`config.mk`:
```
export PLATFORM = sky130hd
export DESIGN_NAME = score_recorder
export DESIGN_NICKNAME = d
export VERILOG_FILES = /design/src/rtl/score_recorder.sv
export SDC_FILE = /design/constraint.sdc
export NUM_CORES = 1
export LEC_CHECK = 0
export CAP_MARGIN = 0
export CORE_ASPECT_RATIO = 1.25
export CORE_UTILIZATION = 45
export DETAILED_ROUTE_END_ITERATION = 10
export GPL_ROUTABILITY_DRIVEN = 0
export PLACE_DENSITY = 0.68
export SETUP_SLACK_MARGIN = 0.15
export SLEW_MARGIN = 25
export SYNTH_ARGS = -nofsm -noshare
export SYNTH_HDL_FRONTEND = slang
export SYNTH_SLANG_ARGS = --single-unit
```
`constraint.sdc`:
```
create_clock -name clk -period 2.2 [get_ports clk]
set_input_delay 0.33 -clock clk [delete_from_list [all_inputs] [get_ports clk]]
set_output_delay 0.33 -clock clk [all_outputs]
set_load 0.1 [all_outputs]
```
`src/rtl/score_recorder.sv`:
```
// Live key-press recorder: measures note/rest lengths in beat ticks, quantises
// them to duration codes and streams {code, pitch} words into a score RAM.
module score_recorder #(
  parameter int NOTE_W = 5,
  parameter int ADDR_W = 6
) (
  input  logic                clk,
  input  logic                rst,
  input  logic                beat_tick,
  input  logic                rec_start,
  input  logic                rec_stop,
  input  logic                key_valid,
  input  logic [NOTE_W-1:0]   key_code,
  output logic                wr_en,
  output logic [ADDR_W-1:0]   wr_addr,
  output logic [NOTE_W+2:0]   wr_data,
  output logic [ADDR_W:0]     word_count,
  output logic                busy,
  output logic                full
);

  typedef enum logic [1:0] {IDLE, ARMED, NOTE, REST} state_t;

  state_t              state_reg, state_next;
  logic [5:0]          cnt_reg, cnt_next;
  logic [NOTE_W-1:0]   pitch_reg, pitch_next;
  logic                wr_en_reg, wr_en_next;
  logic [ADDR_W-1:0]   wr_addr_reg, wr_addr_next;
  logic [NOTE_W+2:0]   wr_data_reg, wr_data_next;
  logic [ADDR_W:0]     count_reg, count_next;
  logic                busy_reg, busy_next;
  logic                full_reg, full_next;

  logic                emit;
  logic [NOTE_W-1:0]   emit_pitch;
  logic [ADDR_W-1:0]   addr_eff;
  logic [5:0]          cnt_inc;
  logic [5:0]          cnt_open;

  function automatic logic [2:0] quantise(input logic [5:0] c);
    if (c <= 6'd1)       return 3'd0;
    else if (c == 6'd2)  return 3'd1;
    else if (c <= 6'd5)  return 3'd2;
    else if (c <= 6'd11) return 3'd3;
    else if (c <= 6'd19) return 3'd4;
    else if (c <= 6'd27) return 3'd5;
    else                 return 3'd6;
  endfunction

  // The address advances in the cycle after a write, so a write issued while
  // the previous one is still on the bus must target the following address.
  assign addr_eff = wr_en_reg ? wr_addr_reg + ADDR_W'(1) : wr_addr_reg;
  assign cnt_inc  = (beat_tick && cnt_reg != 6'd63) ? cnt_reg + 6'd1 : cnt_reg;
  assign cnt_open = {5'd0, beat_tick};

  always_comb begin
    state_next   = state_reg;
    cnt_next     = cnt_reg;
    pitch_next   = pitch_reg;
    wr_en_next   = 1'b0;
    wr_addr_next = addr_eff;
    wr_data_next = wr_data_reg;
    count_next   = count_reg + {{ADDR_W{1'b0}}, wr_en_reg};
    full_next    = full_reg;
    emit         = 1'b0;
    emit_pitch   = '0;

    if (rec_start) begin
      state_next   = ARMED;
      cnt_next     = '0;
      wr_addr_next = '0;
      count_next   = '0;
      full_next    = 1'b0;
    end else begin
      case (state_reg)
        ARMED: begin
          if (rec_stop) begin
            state_next = IDLE;
          end else if (key_valid) begin
            state_next = NOTE;
            cnt_next   = cnt_open;
            pitch_next = key_code;
          end
        end
        NOTE: begin
          emit_pitch = pitch_reg;
          if (rec_stop) begin
            emit       = 1'b1;
            state_next = IDLE;
          end else if (!key_valid) begin
            emit       = 1'b1;
            state_next = REST;
            cnt_next   = cnt_open;
          end else if (key_code != pitch_reg) begin
            emit       = 1'b1;
            pitch_next = key_code;
            cnt_next   = cnt_open;
          end else begin
            cnt_next = cnt_inc;
          end
        end
        REST: begin
          if (rec_stop) begin
            emit       = (cnt_reg != 6'd0);
            state_next = IDLE;
          end else if (key_valid) begin
            emit       = (cnt_reg != 6'd0);
            state_next = NOTE;
            pitch_next = key_code;
            cnt_next   = cnt_open;
          end else begin
            cnt_next = cnt_inc;
          end
        end
        default: ;
      endcase
    end

    if (emit) begin
      wr_en_next   = 1'b1;
      wr_data_next = {quantise(cnt_reg), emit_pitch};
      // Filling the last slot ends the take; whatever segment just opened is dropped.
      if (&addr_eff) begin
        full_next  = 1'b1;
        state_next = IDLE;
      end
    end

    busy_next = (state_next != IDLE);
  end

  always_ff @(posedge clk or posedge rst) begin
    if (rst) begin
      state_reg   <= IDLE;
      cnt_reg     <= '0;
      pitch_reg   <= '0;
      wr_en_reg   <= 1'b0;
      wr_addr_reg <= '0;
      wr_data_reg <= '0;
      count_reg   <= '0;
      busy_reg    <= 1'b0;
      full_reg    <= 1'b0;
    end else begin
      state_reg   <= state_next;
      cnt_reg     <= cnt_next;
      pitch_reg   <= pitch_next;
      wr_en_reg   <= wr_en_next;
      wr_addr_reg <= wr_addr_next;
      wr_data_reg <= wr_data_next;
      count_reg   <= count_next;
      busy_reg    <= busy_next;
      full_reg    <= full_next;
    end
  end

  assign wr_en      = wr_en_reg;
  assign wr_addr    = wr_addr_reg;
  assign wr_data    = wr_data_reg;
  assign word_count = count_reg;
  assign busy       = busy_reg;
  assign full       = full_reg;

endmodule
```
; Word-level counts from Yosys, hierarchy flattened
; Index checks and enable logic that the tools add are counted.
[classes]
n_eq_ne = 15
n_mul = 0
addsub = 3
order_cmp = 5
n_bitwise = 1
div_mod_pow = 0
n_reduce_logical = 9
n_mux = 46
shift = 0
[op_table]
columns = cell, n
row1 = 6-bit two-way mux, 11
row2 = 5-bit two-way mux, 7
row3 = 2-bit two-way mux, 9
row4 = 6-bit one-hot mux with 3 select lines, 1
row5 = "6-bit by 1-bit adder with 6-bit output, second input constant", 2
row6 = "6-bit by 5-bit <= comparator with 1-bit output, second input constant", 2
row7 = 3-bit two-way mux, 4
row8 = "3-bit != test, second input constant", 4
row9 = 1-bit two-way mux, 10
row10 = 5-bit one-hot mux with 2 select lines, 1
row11 = "2-bit != test, second input constant", 4
row12 = 7-bit by 1-bit adder with 7-bit output, 1
row13 = 7-bit two-way mux, 1
row14 = 7-bit AND reduction, 1
row15 = "6-bit by 2-bit equality test with 1-bit output, second input constant", 1
row16 = "6-bit by 1-bit <= comparator with 1-bit output, second input constant", 1
row17 = "6-bit by 3-bit <= comparator with 1-bit output, second input constant", 1
row18 = "6-bit by 4-bit <= comparator with 1-bit output, second input constant", 1
row19 = "6-bit != test, second input constant", 1
row20 = 6-bit AND reduction, 1
row21 = 6-bit nonzero test, 1
row22 = 5-bit != test, 1
row23 = 5-bit AND reduction, 1
row24 = "2-bit equality test, second input constant", 2
row25 = other kinds (9), 10
[word_totals]
mem_bits_rw = 0
rom_bits = 0
reg_bits = 37
latchBits = 0
out_inout_bits = 24
inputBits = 11
word_cells = 88
mem_count = 0

; Depth between registers and ports, before layout
; Gate-level depths: netlist of run 1.
[depth]
ltp_word = 8
ltp_mapped = 8
ltp_nobuf = 7

; Worst setup path after synthesis of run 1
; OpenSTA, ideal clock, no wires.
[synth_path]
kind = reg2reg
from = register wr_en_reg, in the netlist wr_en
to = register state_reg[1]
synth_period_minus_slack_ns = 2.240
setup_ns = 0.138
n_path_buf = 1
setup_slack_ns = -0.040
arrival_ns = 2.102
path_stages_with_launch = 7
t_required_ns = 2.062
cell_sequence = dfrtp_1 -> clkbuf_2 -> nand4_1 -> xnor2_1 -> nand2_1 -> a2111oi_2 -> nor2_1
[synth_via]
elab_chain_len = 4
[synth_lines]
columns = element, line_no
row1 = "start, declared", 27  ; logic wr_en_reg, wr_en_next;
row2 = "start signal, assigned", 147  ; wr_en_reg <= wr_en_next;
row3 = 6-bit two-way mux, 52  ; assign addr_eff = wr_en_reg ? wr_addr_reg + ADDR_W'(1) : wr_addr_reg;
row4 = 6-bit AND reduction, 123  ; if (&addr_eff) begin
row5 = 2-bit two-way mux, 123
row6 = 2-bit two-way mux, 119  ; if (emit) begin
row7 = net state_next[1], 24  ; state_t state_reg, state_next;
row8 = "end signal, assigned", 144  ; state_reg <= state_next;
row9 = "end, declared", 24
; The timed path passes the listed nets, and every way through them passes these cells.
; A chain may end at the register's enable or synchronous reset.

; Worst setup path after layout of run 1
[layout_path]
from = register state_reg[0]
to = register pitch_reg[4]
[layout_via]
elab_chain_len = 4
word_cells_on_any_way = 12
classes_between = eq/ne (8) / mux (1) / reduce/logical (3)
[layout_lines]
columns = element, line_no
row1 = 2-bit equality test or 2-bit by 1-bit equality test with 1-bit output (tied branches), 75  ; case (state_reg)
row2 = 2-bit OR reduction (no line), --
row3 = 2-bit by 1-bit != test with 1-bit output (no line) (tied with other cells), --
row4 = 7-bit AND reduction (no line), --
row5 = "end signal, assigned", 146  ; pitch_reg <= pitch_next;
row6 = "end, declared", 26  ; logic [NOTE_W-1:0] pitch_reg, pitch_next;
; Parallel ways exist; a longest one is shown, timed or not.

==> impl_metrics.py, run 1 <==
metrics = {
    "synthesis": {
        "synth.most_common_cell": "dfrtp_1",
        "synth_area_leader_cell": "dfrtp_1",
        "async_flop_share": 1.00,
        "synth_edf_count": 0,
        "synthTopCellsByCount": "37 x dfrtp_1, 25 x nor2_1, 17 x nand2_1",
        "synth_cell_types": 52,
        "ys_ff_latch": 37,
        "synth_area_um2": 2190,
        "syn_nets": 238,
        "yosysSeqAreaShare": 0.423,
        "avgSynthCellArea_um2": 10.1,
        "synthTopCellsByArea": "dfrtp_1 42%, ha_1 6.3%, xnor2_1 4.8%",
        "syn_inst": 216,
        "synthDominantCellAreaShare": 0.423,
        "yosys_warnings": 0,
        "synth_ff_type": "dfrtp_1",
    },
    "power_and_ir_drop": {
        "total_power_mw": 2.56,
        "leakagePower_nw": 1.22,
        "power_density_nw_per_um2": 927,
        "peakVddDrop_mv": 0.900,
    },
    "floorplanning": {
        "row_count": 28,
        "core_um2": 4690,
        "io_pins": 35,
        "dieArea_um2": 5150,
        "fp.dieH_um": 80.0,
        "initial_core_util": 0.466,
        "die_w_um": 64.4,
    },
    "clock_tree": {
        "tritoncts": "done",
        "htreeDepth": 2,
        "clkTransAtPathRegs_ns": 0.07,
        "hold_buffers": 0,
        "clockBufferDepth": 2,
        "clk_latency_ns": 0.29,
        "cts_inserted_buffers": 5,
        "clock-sinks": 37,
        "cts_root_buf": "clkbuf_8",
    },
    "placed_design": {
        "dp_hpwl_um": 3260,
        "place_inst": 310,
        "dp_slack_ns": 0.0430,
        "io_buffers": 34,
        "place_area_um2": 2570,
    },
    "critical_path": {
        "r2r_end": "pitch_reg[4]",
        "path_max_fanout": 7,
        "reg2reg_slack_ns": 0.22,
        "worstRegToRegCells": 6,
        "critPathLaunchType": "flop",
        "crit_type": "flop to flop",
        "cp-end-kind": "flop",
        "worstPathArrival_ns": 2.16,
        "rr_startpoint": "state_reg[0]",
        "required_ns": 2.38,
    },
    "cells_and_area": {
        "final_nets": 283,
        "drive_gt1_frac": 0.267,
        "final_cells": 322,
        "final_area_um2": 2770,
        "multi_input_area_um2": 1190,
        "area_delta_synth_final_pct": 26.3,
        "seq_area_um2": 933,
        "n_antenna_cell": 0,
        "largest_reg_flops": 8,
        "fill_cells": 423,
    },
    "timing": {
        "rsz0062_at_grt": "true",
        "tightest_slew_ns": 0.477,
        "hold_viol_final": 0,
        "setup_slack_ns": 0.215,
        "period_share": 0.902,
        "fin_tns_setup_ns": 0,
        "fin_crit_ns": 1.98,
        "skew_ns": 0.00218,
        "drv_slew": 0,
        "fmax_ghz": 0.504,
        "finalSetupViolations": 0,
        "slew_headroom": 0.682,
    },
    "global_route": {
        "grt_pass1_wl_um": 7590,
        "grt_max_degree": 38,
        "grt_use_total": 0.195,
        "grt-ovfl-total": 0,
        "grt_pass1_vias": 1646,
        "antenna_found_initial": 0,
    },
    "routing": {
        "via_count": 1723,
        "wirelength_um": 4530,
        "vias_per_cell": 5.35,
        "initialDrtViolationCount": 56,
        "drc": 0,
        "wl_per_cell_um": 14.1,
        "ant_nets": 0,
        "firstDrtPassIters": 4,
    },
    "flow_run": {
        "drv_cap": 0,
    },
    "min_path": {
        "hp-class": "input pin to asynchronous set/reset pin",
    },
    "status": {
        "outcome": "complete, no violations",
    },
}
## per-layer routing
layer | global-route usage | vias up | part of all wire
li1 | - | 838 | -
met1 | 0.225 | 829 | 0.43
met5 | 0 | - | 0
met4 | 0.0867 | 0 | 0.019
met2 | 0.347 | 49 | 0.52
met3 | 0.0343 | 7 | 0.033
## per-stage QoR
stage,hold WS (ns),util
6_report,0.463,0.589
5_1_grt,0.511,0.589
4_1_cts,0.476,0.579
3_5_place_dp,0.476,0.547
3_3_place_gp,0.470,0.547
2_1_floorplan,0.405,-
## worst max path at each step
| stage | from | endpoint | cells after the start |
|---|---|---|---|
| floorplan | wr_addr[2] | state_reg[1] | 5 |
| global placement | key_code[3] | cnt_reg[1] | 6 |
| detailed placement | state_reg[0] | pitch_reg[2] | 5 |
| CTS | state_reg[0] | pitch_reg[2] | 5 |
| global route | state_reg[0] | pitch_reg[4] | 6 |
| finish | state_reg[0] | pitch_reg[4] | 6 |
## worst max-delay path, cell delays in order (launching register included)
cell and delay, ns:
dfrtp_2 0.46, inv_2 0.08, ha_4 0.17, or3_4 0.38, a221oi_4 0.31, buf_4 0.17
mux2_1 0.31
## final cells by class
cell class,count,share of cell area
clock inverters,3,0.0235
flip-flops and latches,37,0.338
multi-input cells,157,0.431
well taps,60,0.0271
clock buffers,5,0.0249
repair buffers,47,0.138
inverters,13,0.0176
## timing repair
item / in CTS / in global routing
endpoints found under the setup margin: 10 / 16
setup buffers: 2 / 2
resized for setup: 3 / 9
pin swaps: 1 / 2
## placed cells by master (no fill, tap or decap), drive strengths merged, types with 2 or more instances in the layout
master	netlist	layout
or2	2	2
nor2	25	25
and3	3	3
mux2	9	9
nand2	17	17
clkbuf	4	5
clkdlybuf4s50	0	10
a31oi	2	2
ha	11	11
xor2	4	4
nor2b	4	4
nor4	5	5
mux2i	7	7
dfrtp	37	37
xnor2	12	12
or3	4	4
nor3	4	4
nand3	6	6
a21oi	11	11
nand2b	2	2
a221oi	3	3
o21ai	5	5
bufinv	0	2
buf	5	37
inv	13	13
o21a	2	2
nand4	3	3
## power breakdown
group	internal (mW)	switching (mW)
Sequential	0.785	0.0863
Clock	0.450	0.248
Combinational	0.287	0.706
Total	1.52	1.04
## cells by family (layout without fill, tap and decap cells)
logic type,Yosys count,in the layout,share of synthesized area
DFF,37,37,0.423
xor gates and xnor gates,16,16,0.0640
adders and majority gates,11,11,0.0629
muxes,16,16,0.0783
and+or+nand+nor,77,77,0.175
AOI/OAI and AO/OA,37,37,0.151
buffers and inverters,22,68,0.0451
(Power assumes the default switching activity.)
==> run 2, diff against run 1 <==
Settings changed: CORE_ASPECT_RATIO 1.25 to 2, CTS_BUF_LIST from default to sky130_fd_sc_hd__clkbuf_8.
==> run 2 against run 1 <==
  * Count of clock-buffer cells in the layout up 1
  * Power decreased by 2.9%
  * Via count grew 0.87%
  * Critical path type unchanged
==> impl_metrics.py, run 2 (synthesis results as in run 1) <==
metrics = {
    "status": {
        "outcome": "complete, no violations",
    },
    "critical_path": {
        "cp-end-kind": "flop",
        "worstRegToRegCells": 6,
        "slowest_stage": "dfrtp_2",
        "crit_type": "flop to flop",
        "startpoint": "state_reg[0]",
        "worstPathCellList": "inv_1 -> ha_4 -> or3_4 -> a221oi_4 -> buf_6 -> mux2_1",
        "critical_path.max_stage_delay_ns": 0.40,
        "required_ns": 2.37,
        "path_max_fanout": 6,
        "reg2reg_slack_ns": 0.23,
        "rr_startpoint": "state_reg[0]",
        "r2r_end": "pitch_reg[0]",
        "critPathLaunchType": "flop",
        "worstPathArrival_ns": 2.14,
        "critical_path.endpoint": "pitch_reg[0]",
    },
    "floorplanning": {
        "row_count": 35,
        "initial_core_util": 0.472,
        "io_pins": 35,
        "core_um2": 4640,
        "die_w_um": 51.3,
        "fp.dieH_um": 101,
        "dieArea_um2": 5170,
    },
    "timing": {
        "skew_ns": 0.00700,
        "fin_crit_ns": 1.97,
        "fin_tns_setup_ns": 0,
        "drv_slew": 0,
        "tightest_slew_ns": 0.471,
        "fmax_ghz": 0.508,
        "hold_viol_final": 0,
        "period_share": 0.895,
        "rsz0062_at_grt": "false",
        "slew_headroom": 0.686,
        "finalSetupViolations": 0,
    },
    "cells_and_area": {
        "mostFrequentLayoutCell": "buf_4",
        "area_delta_synth_final_pct": 26.2,
        "drive_gt1_frac": 0.267,
        "final_nets": 287,
        "n_antenna_cell": 0,
        "largest_reg_flops": 8,
        "final_cells": 321,
        "fill_cells": 430,
        "mostFrequentLayoutCells": "40 x buf_4, 32 x dfrtp_1, 25 x nor2_1, 17 x nand2_1, 13 x inv_1",
    },
    "power_and_ir_drop": {
        "power_frac_comb": 0.404,
        "peakVddDrop_mv": 0.802,
        "netSwitchingFraction": 0.420,
        "clkPwrFrac": 0.249,
        "power_density_nw_per_um2": 900,
        "leakagePower_nw": 1.23,
        "p_int_mw": 1.44,
        "p_seq_frac": 0.347,
        "switchingPower_mw": 1.05,
    },
    "global_route": {
        "grt_pass1_wl_um": 7690,
        "antenna_found_initial": 0,
        "grt_pass1_vias": 1783,
        "grt_max_degree": 38,
        "grt_use_total": 0.201,
        "grt-ovfl-total": 0,
    },
    "routing": {
        "via_count": 1738,
        "vias_per_cell": 5.41,
        "wl_per_cell_um": 14.8,
        "ant_nets": 0,
        "wirelength_um": 4740,
        "drc": 0,
        "initialDrtViolationCount": 17,
        "firstDrtPassIters": 4,
    },
    "clock_tree": {
        "hold_buffers": 0,
        "tritoncts": "done",
        "cts_root_buf": "clkbuf_8",
        "clk_latency_ns": 0.29,
        "htreeDepth": 2,
        "clock-sinks": 37,
        "clkTransAtPathRegs_ns": 0.08,
        "clockBufferDepth": 2,
        "cts_inserted_buffers": 5,
    },
    "placed_design": {
        "dp_hpwl_um": 3600,
        "io_buffers": 34,
        "place_inst": 309,
    },
    "min_path": {
        "hp-class": "input pin to asynchronous set/reset pin",
    },
    "flow_run": {
        "drv_cap": 0,
    },
}
## run 2: worst max-delay path: cells and delay by family (launching register included)
kind | cells | cell delay (ns)
AND/OR/NAND/NOR | 1 | 0.39
buffers and inverters | 2 | 0.26
multiplexers | 1 | 0.32
AO/OA/AOI/OAI | 1 | 0.27
flip-flops | 1 | 0.40
adder cells (fa/ha/maj) | 1 | 0.21
## run 2: worst min path at each step
| stage | from | endpoint | cells after the start |
|---|---|---|---|
| floorplan | rec_start | wr_addr[2] | 1 |
| global placement | full | full | 1 |
| detailed placement | full | full | 1 |
| CTS | rst | full | 3 |
| global route | full | full | 1 |
| finish | rst | full | 3 |
## run 2: stage by stage
stage	utilization	worst slack [ns]	hold WS [ns]	instance area [um^2]	power, mW
6_report	0.595	0.231	0.432	2760	2.49
5_1_grt	0.595	0.147	0.503	2760	2.59
4_1_cts	0.588	0.177	0.465	2730	2.51
3_5_place_dp	0.558	-0.0585	0.470	2590	1.87
3_3_place_gp	0.558	-0.0156	0.470	2590	1.86
2_1_floorplan	-	0.156	0.405	2190	1.64
## run 2: area by class of cell
cell class | instances | area (um^2) | share of cell area
Sequential cell | 37 | 932 | 0.337
Clock inverter | 2 | 37.5 | 0.0136
Multi-Input combinational cell | 157 | 1180 | 0.428
Inverter | 13 | 48.8 | 0.0177
Clock buffer | 6 | 82.6 | 0.0299
Timing Repair Buffer | 51 | 412 | 0.149
Tap cell | 55 | 68.8 | 0.0249
## run 2: power groups by stage
stage | Clock [mW] | Combinational [mW] | Sequential [mW]
finish | 0.619 | 1.01 | 0.863
global route | 0.657 | 1.05 | 0.875
CTS | 0.639 | 1.01 | 0.862
detailed placement | 0 | 0.993 | 0.878
global placement | 0 | 0.985 | 0.873
floorplan | 0 | 0.343 | 1.30
## run 2: what timing repair did
action,in CTS,in global routing
pin swaps,1,1
resized for setup,2,5
setup buffers,2,2
setup endpoints to repair,11,18
## run 2: layer usage
layer | track usage | routed length [um] | vias up
li1 | - | - | 851
met1 | 0.181 | 1680 | 841
met2 | 0.394 | 2830 | 36
met3 | 0.0332 | 98 | 10
met4 | 0.121 | 141 | 0
met5 | 0 | 0 | -
